### src/rtl/jtkicker_rom_pkg.sv
// Shared constants for the Kicker ROM arbiter: FSM encoding, slot indices, SDRAM width.
package jtkicker_rom_pkg;
  localparam int SDRAM_AW  = 22;
  localparam int NUM_SLOTS = 4;

  typedef logic [1:0] slot_t;

  localparam logic [1:0] ST_IDLE = 2'd0;
  localparam logic [1:0] ST_REQ  = 2'd1;
  localparam logic [1:0] ST_WAIT = 2'd2;

  localparam slot_t SLOT_MAIN = 2'd0;
  localparam slot_t SLOT_SND  = 2'd1;
  localparam slot_t SLOT_SCR  = 2'd2;
  localparam slot_t SLOT_OBJ  = 2'd3;

  function automatic slot_t rr_next(input slot_t s);
    return s + 2'd1;
  endfunction
endpackage

### src/rtl/jtkicker_rom_slot.sv
// One-word tagged ROM cache for a single requester; byte or word port selected by BYTE_MODE.
module jtkicker_rom_slot import jtkicker_rom_pkg::*; #(
  parameter int                  AW        = 14,
  parameter bit                  BYTE_MODE = 1'b0,
  parameter logic [SDRAM_AW-1:0] OFF       = '0,
  localparam int                 TW        = BYTE_MODE ? AW - 1 : AW,
  localparam int                 DW        = BYTE_MODE ? 8 : 16
) (
  input  logic                clk,
  input  logic                rst_n,
  input  logic                cs,
  input  logic [AW-1:0]       addr,
  input  logic                clr,
  input  logic                grant,
  input  logic                fill,
  input  logic                abort,
  input  logic [15:0]         din,
  output logic                miss,
  output logic                ok,
  output logic [DW-1:0]       data,
  output logic [SDRAM_AW-1:0] waddr
);
  logic [15:0]   cache_q, cache_d;
  logic [TW-1:0] tag_q, tag_d, ptag_q, ptag_d, tag_cur;
  logic          valid_q, valid_d, hit;

  // The word tag doubles as the SDRAM word index for both port kinds.
  assign tag_cur = addr[AW-1:AW-TW];
  assign waddr   = OFF + SDRAM_AW'(tag_cur);
  assign hit     = valid_q & (tag_q == tag_cur);
  assign ok      = cs & hit;
  assign miss    = cs & ~hit;

  always_comb begin
    cache_d = cache_q;
    tag_d   = tag_q;
    ptag_d  = ptag_q;
    valid_d = valid_q;
    if (grant) ptag_d = tag_cur;
    if (fill) begin
      cache_d = din;
      tag_d   = ptag_q;
      valid_d = ~abort;
    end
    if (clr) valid_d = 1'b0;
  end

  always_ff @(posedge clk or negedge rst_n) begin
    if (!rst_n) begin
      cache_q <= '0;
      tag_q   <= '0;
      ptag_q  <= '0;
      valid_q <= 1'b0;
    end else begin
      cache_q <= cache_d;
      tag_q   <= tag_d;
      ptag_q  <= ptag_d;
      valid_q <= valid_d;
    end
  end

  generate
    if (BYTE_MODE) begin : g_byte
      assign data = addr[0] ? cache_q[15:8] : cache_q[7:0];
    end else begin : g_word
      assign data = cache_q;
    end
  endgenerate
endmodule

### src/rtl/jtkicker_rom_arb.sv
// Round-robin sharing of SDRAM bank 0 among four cached ROM ports of a Kicker-family top.
// Define JTKICKER_ROMARB_STATS_EN to build per-slot saturating miss counters on `stats`.
module jtkicker_rom_arb import jtkicker_rom_pkg::*; #(
  parameter int                  AW0  = 16,
  parameter int                  AW1  = 13,
  parameter int                  AW2  = 14,
  parameter int                  AW3  = 14,
  parameter logic [SDRAM_AW-1:0] OFF0 = 22'h0,
  parameter logic [SDRAM_AW-1:0] OFF1 = 22'h0,
  parameter logic [SDRAM_AW-1:0] OFF2 = 22'h0,
  parameter logic [SDRAM_AW-1:0] OFF3 = 22'h0
) (
  input  logic                clk,
  input  logic                rst_n,
  input  logic                downloading,
  input  logic                s0_cs,
  input  logic [AW0-1:0]      s0_addr,
  output logic [7:0]          s0_data,
  output logic                s0_ok,
  input  logic                s1_cs,
  input  logic [AW1-1:0]      s1_addr,
  output logic [7:0]          s1_data,
  output logic                s1_ok,
  input  logic                s2_cs,
  input  logic [AW2-1:0]      s2_addr,
  output logic [15:0]         s2_data,
  output logic                s2_ok,
  input  logic                s3_cs,
  input  logic [AW3-1:0]      s3_addr,
  output logic [15:0]         s3_data,
  output logic                s3_ok,
  output logic [SDRAM_AW-1:0] sdram_addr,
  output logic                sdram_rd,
  input  logic                sdram_ack,
  input  logic                sdram_rdy,
  input  logic [15:0]         sdram_dout,
  input  logic [1:0]          stats_sel,
  output logic [15:0]         stats
);
  logic [NUM_SLOTS-1:0]               miss, grant, fill;
  logic [NUM_SLOTS-1:0][SDRAM_AW-1:0] waddr;
  logic [1:0]                         state_q, state_d;
  slot_t                              ptr_q, ptr_d, gnt_q, gnt_d, sel, idx;
  logic                               rd_q, rd_d, abort_q, abort_d, found;
  logic [SDRAM_AW-1:0]                addr_q, addr_d;

  jtkicker_rom_slot #(.AW(AW0), .BYTE_MODE(1'b1), .OFF(OFF0)) u_slot0 (
    .clk, .rst_n, .cs(s0_cs), .addr(s0_addr), .clr(downloading),
    .grant(grant[SLOT_MAIN]), .fill(fill[SLOT_MAIN]), .abort(abort_q), .din(sdram_dout),
    .miss(miss[SLOT_MAIN]), .ok(s0_ok), .data(s0_data), .waddr(waddr[SLOT_MAIN]));

  jtkicker_rom_slot #(.AW(AW1), .BYTE_MODE(1'b1), .OFF(OFF1)) u_slot1 (
    .clk, .rst_n, .cs(s1_cs), .addr(s1_addr), .clr(downloading),
    .grant(grant[SLOT_SND]), .fill(fill[SLOT_SND]), .abort(abort_q), .din(sdram_dout),
    .miss(miss[SLOT_SND]), .ok(s1_ok), .data(s1_data), .waddr(waddr[SLOT_SND]));

  jtkicker_rom_slot #(.AW(AW2), .BYTE_MODE(1'b0), .OFF(OFF2)) u_slot2 (
    .clk, .rst_n, .cs(s2_cs), .addr(s2_addr), .clr(downloading),
    .grant(grant[SLOT_SCR]), .fill(fill[SLOT_SCR]), .abort(abort_q), .din(sdram_dout),
    .miss(miss[SLOT_SCR]), .ok(s2_ok), .data(s2_data), .waddr(waddr[SLOT_SCR]));

  jtkicker_rom_slot #(.AW(AW3), .BYTE_MODE(1'b0), .OFF(OFF3)) u_slot3 (
    .clk, .rst_n, .cs(s3_cs), .addr(s3_addr), .clr(downloading),
    .grant(grant[SLOT_OBJ]), .fill(fill[SLOT_OBJ]), .abort(abort_q), .din(sdram_dout),
    .miss(miss[SLOT_OBJ]), .ok(s3_ok), .data(s3_data), .waddr(waddr[SLOT_OBJ]));

  assign sdram_rd   = rd_q;
  assign sdram_addr = addr_q;

  always_comb begin
    state_d = state_q;
    ptr_d   = ptr_q;
    gnt_d   = gnt_q;
    rd_d    = rd_q;
    addr_d  = addr_q;
    abort_d = abort_q;
    grant   = '0;
    fill    = '0;
    found   = 1'b0;
    sel     = ptr_q;
    idx     = ptr_q;
    for (int i = 0; i < NUM_SLOTS; i++) begin
      idx = ptr_q + slot_t'(i);
      if (!found && miss[idx]) begin
        found = 1'b1;
        sel   = idx;
      end
    end
    case (state_q)
      ST_IDLE: begin
        abort_d = 1'b0;
        if (found && !downloading) begin
          grant[sel] = 1'b1;
          gnt_d      = sel;
          addr_d     = waddr[sel];
          rd_d       = 1'b1;
          ptr_d      = rr_next(sel);
          state_d    = ST_REQ;
        end
      end
      ST_REQ: begin
        if (sdram_ack) begin
          rd_d = 1'b0;
          // ack and rdy together: accept and fill in the same cycle
          if (sdram_rdy) begin
            fill[gnt_q] = 1'b1;
            state_d     = ST_IDLE;
          end else begin
            state_d = ST_WAIT;
          end
        end
      end
      ST_WAIT: begin
        if (sdram_rdy) begin
          fill[gnt_q] = 1'b1;
          state_d     = ST_IDLE;
        end
      end
      default: state_d = ST_IDLE;
    endcase
    if (downloading && state_q != ST_IDLE) abort_d = 1'b1;
  end

  always_ff @(posedge clk or negedge rst_n) begin
    if (!rst_n) begin
      state_q <= ST_IDLE;
      ptr_q   <= SLOT_MAIN;
      gnt_q   <= SLOT_MAIN;
      rd_q    <= 1'b0;
      addr_q  <= '0;
      abort_q <= 1'b0;
    end else begin
      state_q <= state_d;
      ptr_q   <= ptr_d;
      gnt_q   <= gnt_d;
      rd_q    <= rd_d;
      addr_q  <= addr_d;
      abort_q <= abort_d;
    end
  end

`ifdef JTKICKER_ROMARB_STATS_EN
  logic [NUM_SLOTS-1:0][15:0] cnt_q, cnt_d;
  logic                       dl_q, dl_d;

  always_comb begin
    cnt_d = cnt_q;
    dl_d  = downloading;
    if (downloading && !dl_q) begin
      cnt_d = '0;
    end else begin
      for (int i = 0; i < NUM_SLOTS; i++)
        if (grant[i] && cnt_q[i] != 16'hFFFF) cnt_d[i] = cnt_q[i] + 16'd1;
    end
  end

  always_ff @(posedge clk or negedge rst_n) begin
    if (!rst_n) begin
      cnt_q <= '0;
      dl_q  <= 1'b0;
    end else begin
      cnt_q <= cnt_d;
      dl_q  <= dl_d;
    end
  end

  assign stats = cnt_q[stats_sel];
`else
  logic unused_stats;
  assign unused_stats = ^stats_sel;
  assign stats        = '0;
`endif
endmodule

### config.mk
export PLATFORM = sky130hd
export DESIGN_NAME = jtkicker_rom_arb
export DESIGN_NICKNAME = d
export VERILOG_FILES = /design/src/rtl/jtkicker_rom_pkg.sv /design/src/rtl/jtkicker_rom_slot.sv /design/src/rtl/jtkicker_rom_arb.sv
export SDC_FILE = /design/constraint.sdc
export NUM_CORES = 1
export LEC_CHECK = 0
export ABC_AREA = 1
export CAP_MARGIN = 0
export CORE_ASPECT_RATIO = 1.25
export CORE_MARGIN = 2
export CORE_UTILIZATION = 59
export DETAILED_ROUTE_END_ITERATION = 8
export GPL_ROUTABILITY_DRIVEN = 0
export GPL_TIMING_DRIVEN = 0
export HOLD_SLACK_MARGIN = 0.05
export PLACE_DENSITY = 0.86
export SYNTH_ARGS = -nofsm -noshare
export SYNTH_HDL_FRONTEND = slang
export SYNTH_HIERARCHICAL = 1
export SYNTH_SLANG_ARGS = --single-unit
### constraint.sdc
create_clock -name clk -period 4.6 [get_ports clk]
set_input_delay 0.92 -clock clk [delete_from_list [all_inputs] [get_ports clk]]
set_output_delay 0.92 -clock clk [all_outputs]
set_load 0.05 [all_outputs]
==> report_table.html <==
<table>
<tr><th>Metric</th><th>Value</th></tr>
<tr><th colspan="2">Run status</th></tr>
<tr><td>Outcome</td><td>finished clean</td></tr>
<tr><th colspan="2">Yosys</th></tr>
<tr><td>Dominant cell type by area after synthesis</td><td>sky130_fd_sc_hd__dfrtp_1</td></tr>
<tr><td>Most frequently used flop master after synthesis</td><td>sky130_fd_sc_hd__dfrtp_1</td></tr>
<tr><td>Most frequent cell after synthesis</td><td>sky130_fd_sc_hd__nand2_1</td></tr>
<tr><td>Area fraction of the dominant cell type after synthesis</td><td>0.446</td></tr>
<tr><td>Ranking of synthesized cells by area</td><td>sky130_fd_sc_hd__dfrtp_1, sky130_fd_sc_hd__nand2_1, sky130_fd_sc_hd__buf_4</td></tr>
<tr><td>Synthesized netlist cell count</td><td>1506</td></tr>
<tr><td>Post-Syn Area</td><td>approximately 12000 um2</td></tr>
<tr><td>Number of enable flip-flop cells after synthesis</td><td>0</td></tr>
<tr><td>Number of warnings issued by yosys</td><td>6</td></tr>
<tr><td>Fraction of the yosys area taken by sequential cells</td><td>0.446</td></tr>
<tr><td>Async set-or-reset flop fraction in the synthesized netlist</td><td>1.00</td></tr>
<tr><td>Synthesized area per cell</td><td>7.75 um2</td></tr>
<tr><td>Number of different library cells in the post-synthesis netlist</td><td>33</td></tr>
<tr><td>Top cells by instance count after synthesis</td><td>sky130_fd_sc_hd__nand2_1, sky130_fd_sc_hd__dfrtp_1, sky130_fd_sc_hd__inv_1, sky130_fd_sc_hd__buf_4, sky130_fd_sc_hd__nor2_1</td></tr>
<tr><td>Yosys reg bits</td><td>208</td></tr>
<tr><th colspan="2">Cells and area</th></tr>
<tr><td>Share of cells above drive strength 1</td><td>0.172</td></tr>
<tr><td>Final non-filler cell area</td><td>about 15000 um2</td></tr>
<tr><td>Area Overhead vs Synth</td><td>24.3%</td></tr>
<tr><td>Final standard cell count with taps included and fillers excluded</td><td>between 2k and 2.5k</td></tr>
<tr><td>Layout net count</td><td>between 1.5k and 2k</td></tr>
<tr><td>ANT cells</td><td>0</td></tr>
<tr><th colspan="2">Clocking</th></tr>
<tr><td>Count of clock tree sinks</td><td>208</td></tr>
<tr><td>Clock tree from TritonCTS</td><td>done</td></tr>
<tr><td>TritonCTS Buffers</td><td>22</td></tr>
<tr><td>Worst-skew pair later-pin latency</td><td>between 0.5 and 0.6 ns</td></tr>
<tr><td>Hold buffer count at cts</td><td>0</td></tr>
<tr><td>Depth of the CTS H-tree</td><td>1</td></tr>
<tr><td>Root Driver</td><td>sky130_fd_sc_hd__clkbuf_16</td></tr>
<tr><td>Number of buffers added for setup after CTS</td><td>0</td></tr>
<tr><td>Clock buffer depth</td><td>3</td></tr>
<tr><td>Post-cts sizing count</td><td>0</td></tr>
<tr><td>Post-CTS clock slew at the launch and capture registers of the worst setup and hold paths</td><td>0.06 ns</td></tr>
<tr><th colspan="2">STA</th></tr>
<tr><td>Final count of negative-setup-slack endpoints</td><td>0</td></tr>
<tr><td>RSZ-0062 raised after global routing</td><td>false</td></tr>
<tr><td>Period Utilization, post-route</td><td>0.867</td></tr>
<tr><td>Final count of pins violating max slew</td><td>0</td></tr>
<tr><td>Hold WS</td><td>0.385 ns</td></tr>
<tr><td>Rel. slew slack</td><td>0.569</td></tr>
<tr><td>Post-route minimum period</td><td>about 4 ns</td></tr>
<tr><td>Final Hold Viols</td><td>0</td></tr>
<tr><td>Highest clock frequency the design can meet</td><td>251 MHz</td></tr>
<tr><td>Slew at the pin with the worst max-slew slack</td><td>about 0.65 ns</td></tr>
<tr><td>Skew final</td><td>between 0.008 and 0.009 ns</td></tr>
<tr><th colspan="2">Drt</th></tr>
<tr><td>Wire length per cell after detailed routing</td><td>~16 um</td></tr>
<tr><td>DRC violations left</td><td>0</td></tr>
<tr><td>Vias/cell</td><td>5.16</td></tr>
<tr><td>Number of detailed-routing iterations run before antenna repair</td><td>5</td></tr>
<tr><td>Total wirelength of the detailed-routed design</td><td>about 31 mm</td></tr>
<tr><td>Iteration-0 DRC count of the detailed router</td><td>a little over 800</td></tr>
<tr><td>Via count</td><td>between 10k and 15k</td></tr>
<tr><td>Antenna violation net count after detailed routing</td><td>0</td></tr>
<tr><th colspan="2">Place</th></tr>
<tr><td># port buffers</td><td>between 150 and 200</td></tr>
<tr><td>Placed wire-length estimate after detailed placement</td><td>between 20 and 25 mm</td></tr>
<tr><td>Instance area after placement</td><td>13800 um2</td></tr>
<tr><td>Placed Instances</td><td>~2k</td></tr>
<tr><th colspan="2">Die</th></tr>
<tr><td>Chip Height</td><td>~160 um</td></tr>
<tr><td>Initial Utilization</td><td>0.602</td></tr>
<tr><td>Io pins</td><td>roughly 180</td></tr>
<tr><td>Floorplan core area</td><td>19400 um2</td></tr>
<tr><td>Cell Rows</td><td>57</td></tr>
<tr><td>Total Die Area</td><td>around 21000 um2</td></tr>
<tr><td>Die width</td><td>about 130 um</td></tr>
<tr><th colspan="2">Critical path</th></tr>
<tr><td>Largest fanout on the critical path</td><td>3</td></tr>
<tr><td>Kind of capture point of the worst setup path</td><td>output pin</td></tr>
<tr><td>Most used cell along the critical path</td><td>sky130_fd_sc_hd__nand2_1</td></tr>
<tr><td>Destination of the worst register-to-register timing path</td><td>u_slot0/ptag_q[4]</td></tr>
<tr><td>Worst setup slack for register-to-register paths</td><td>1.21 ns</td></tr>
<tr><td>Number of cells on the worst reg-to-reg path</td><td>21</td></tr>
<tr><td>Delay of the slowest critical-path stage</td><td>0.81 ns</td></tr>
<tr><td>Worst-path cell with the longest stage delay</td><td>sky130_fd_sc_hd__clkdlybuf4s50_1</td></tr>
<tr><td>Chain of cells forming the critical path</td><td>clkdlybuf4s50_1 &gt; inv_1 &gt; nand2_1 &gt; nand2_1 &gt; nor2_1 &gt; nand2_1 &gt; nor2_2 &gt; nand2_1 &gt; nor2_2 &gt; clkdlybuf4s50_1</td></tr>
<tr><td>Worst EP required</td><td>roughly 3.7 ns</td></tr>
<tr><td>Startpoint type of the worst setup path</td><td>primary input</td></tr>
<tr><td>FF-to-FF Start</td><td>u_slot0/tag_q[8]</td></tr>
<tr><td>CP Class</td><td>in2out</td></tr>
<tr><td>Endpoint arrival time on the critical path</td><td>slightly above 3 ns</td></tr>
<tr><th colspan="2">Global route</th></tr>
<tr><td>Via count of the first global-routing pass</td><td>between 10k and 15k</td></tr>
<tr><td>Maximum number of pins on one net before global-route repair</td><td>about 120</td></tr>
<tr><td>Wire length of the first global-routing pass</td><td>50.7 mm</td></tr>
<tr><td>GRT Overall Usage</td><td>0.303</td></tr>
<tr><td>Number of antenna violations at the first check in global routing</td><td>0</td></tr>
<tr><td>Total overflow reported by the global router</td><td>0</td></tr>
<tr><th colspan="2">Power</th></tr>
<tr><td>Leakage power</td><td>approximately 7.6 nW</td></tr>
<tr><td>PwrDens</td><td>a little over 700 nW/um2</td></tr>
<tr><td>IR drop worst, VDD</td><td>around 0.56 mV</td></tr>
<tr><th colspan="2">Worst hold path</th></tr>
<tr><td>Type of the worst min-delay path</td><td>in2async</td></tr>
<tr><th colspan="2">Flow run</th></tr>
<tr><td>Maximum capacitance violations</td><td>0</td></tr>
</table>
==> power by group <==
part           internal [mW]  total (mW)  switching, mW
logic                   1.98        5.55           3.57
clock network           1.08        1.83          0.754
registers               2.69        3.19          0.491
total                   5.75        10.6           4.81
==> cells in the final DEF (no fill, tap or decap), drive strengths merged, types with 33 or more instances in the layout <==
cell type | Yosys | final
nand3 | 112 | 112
o21ai | 96 | 96
nand2 | 522 | 522
dfrtp | 208 | 208
clkbuf | 4 | 33
inv | 148 | 148
conb | 5 | 49
clkdlybuf4s50 | 0 | 155
nor2 | 116 | 116
mux2 | 51 | 51
buf | 162 | 164
a21oi | 58 | 58
==> logic make-up after synthesis <==
| logic type | count (synthesis) | share of synthesized area |
|---|---|---|
| AO/OA/AOI/OAI | 162 | 0.0712 |
| XOR/XNOR | 2 | 0.00150 |
| adder cells (fa/ha/maj) | 3 | 0.00322 |
| buffers and inverters | 315 | 0.150 |
| flip-flops | 208 | 0.446 |
| multiplexers | 51 | 0.0556 |
| other | 5 | 0.00161 |
| AND/OR/NAND/NOR | 760 | 0.271 |
==> layout make-up <==
class / count / area [um2]
multi-input combinational: 1027 / 4880
tap: 265 / 332
inverter: 149 / 562
fill: 1422 / 4890
buffer: 166 / 1190
sequential: 208 / 5200
clock buffer: 29 / 628
timing repair buffer: 157 / 1590
clock inverter: 11 / 121
==> through the flow <==
step | setup WS, ns | total power [mW] | setup TNS [ns] | util
6_report | 0.612 | 10.6 | 0 | 0.748
4_1_cts | 0.637 | 10.5 | 0 | 0.748
2_1_floorplan | 1.50 | 7.07 | 0 | -
3_5_place_dp | 0.228 | 8.61 | 0 | 0.709
5_1_grt | 0.313 | 11.3 | 0 | 0.748
3_3_place_gp | -5.83 | 8.43 | -1208.34 | 0.708
==> how the worst max path moves through the flow <==
| stage | start | end | slack, ns | cells after the start |
|---|---|---|---|---|
| after floorplan | s0_addr[0] | s0_data[4] | 1.50 | 2 |
| after global placement | rst_n | u_slot3/ptag_q[2] | -5.83 | 1 |
| after CTS | s2_addr[6] | s2_ok | 0.64 | 10 |
| after detailed placement | s3_addr[4] | u_slot0/ptag_q[4] | 0.23 | 21 |
| final | s2_addr[6] | s2_ok | 0.61 | 10 |
| after global routing | s2_addr[6] | u_slot0/ptag_q[9] | 0.31 | 22 |
==> worst max-delay path: cells and delay by family <==
family,cells,cell delay (ns)
AND/OR/NAND/NOR,7,0.66
buffers and inverters,3,1.49
==> routing by layer <==
layer | up-vias | share of wire | track usage
met5 | - | 0 | 0
met2 | 451 | 0.48 | 0.506
met3 | 99 | 0.080 | 0.0613
li1 | 4993 | - | -
met1 | 4846 | 0.39 | 0.379
met4 | 0 | 0.046 | 0.136
==> registers in the layout, summed over array words and instances (netlist names), 2 cells and up <==
signal           count
u_slot3/data        16
sdram_addr          22
gnt_q                2
u_slot0/tag_q       15
u_slot2/tag_q       14
u_slot2/ptag_q      14
u_slot1/tag_q       12
u_slot1/cache_q     16
u_slot0/ptag_q      15
u_slot3/ptag_q      14
u_slot2/data        16
u_slot1/ptag_q      12
state_q              2
u_slot3/tag_q       14
ptr_q                2
u_slot0/cache_q     16
(Power assumes the default switching activity.)
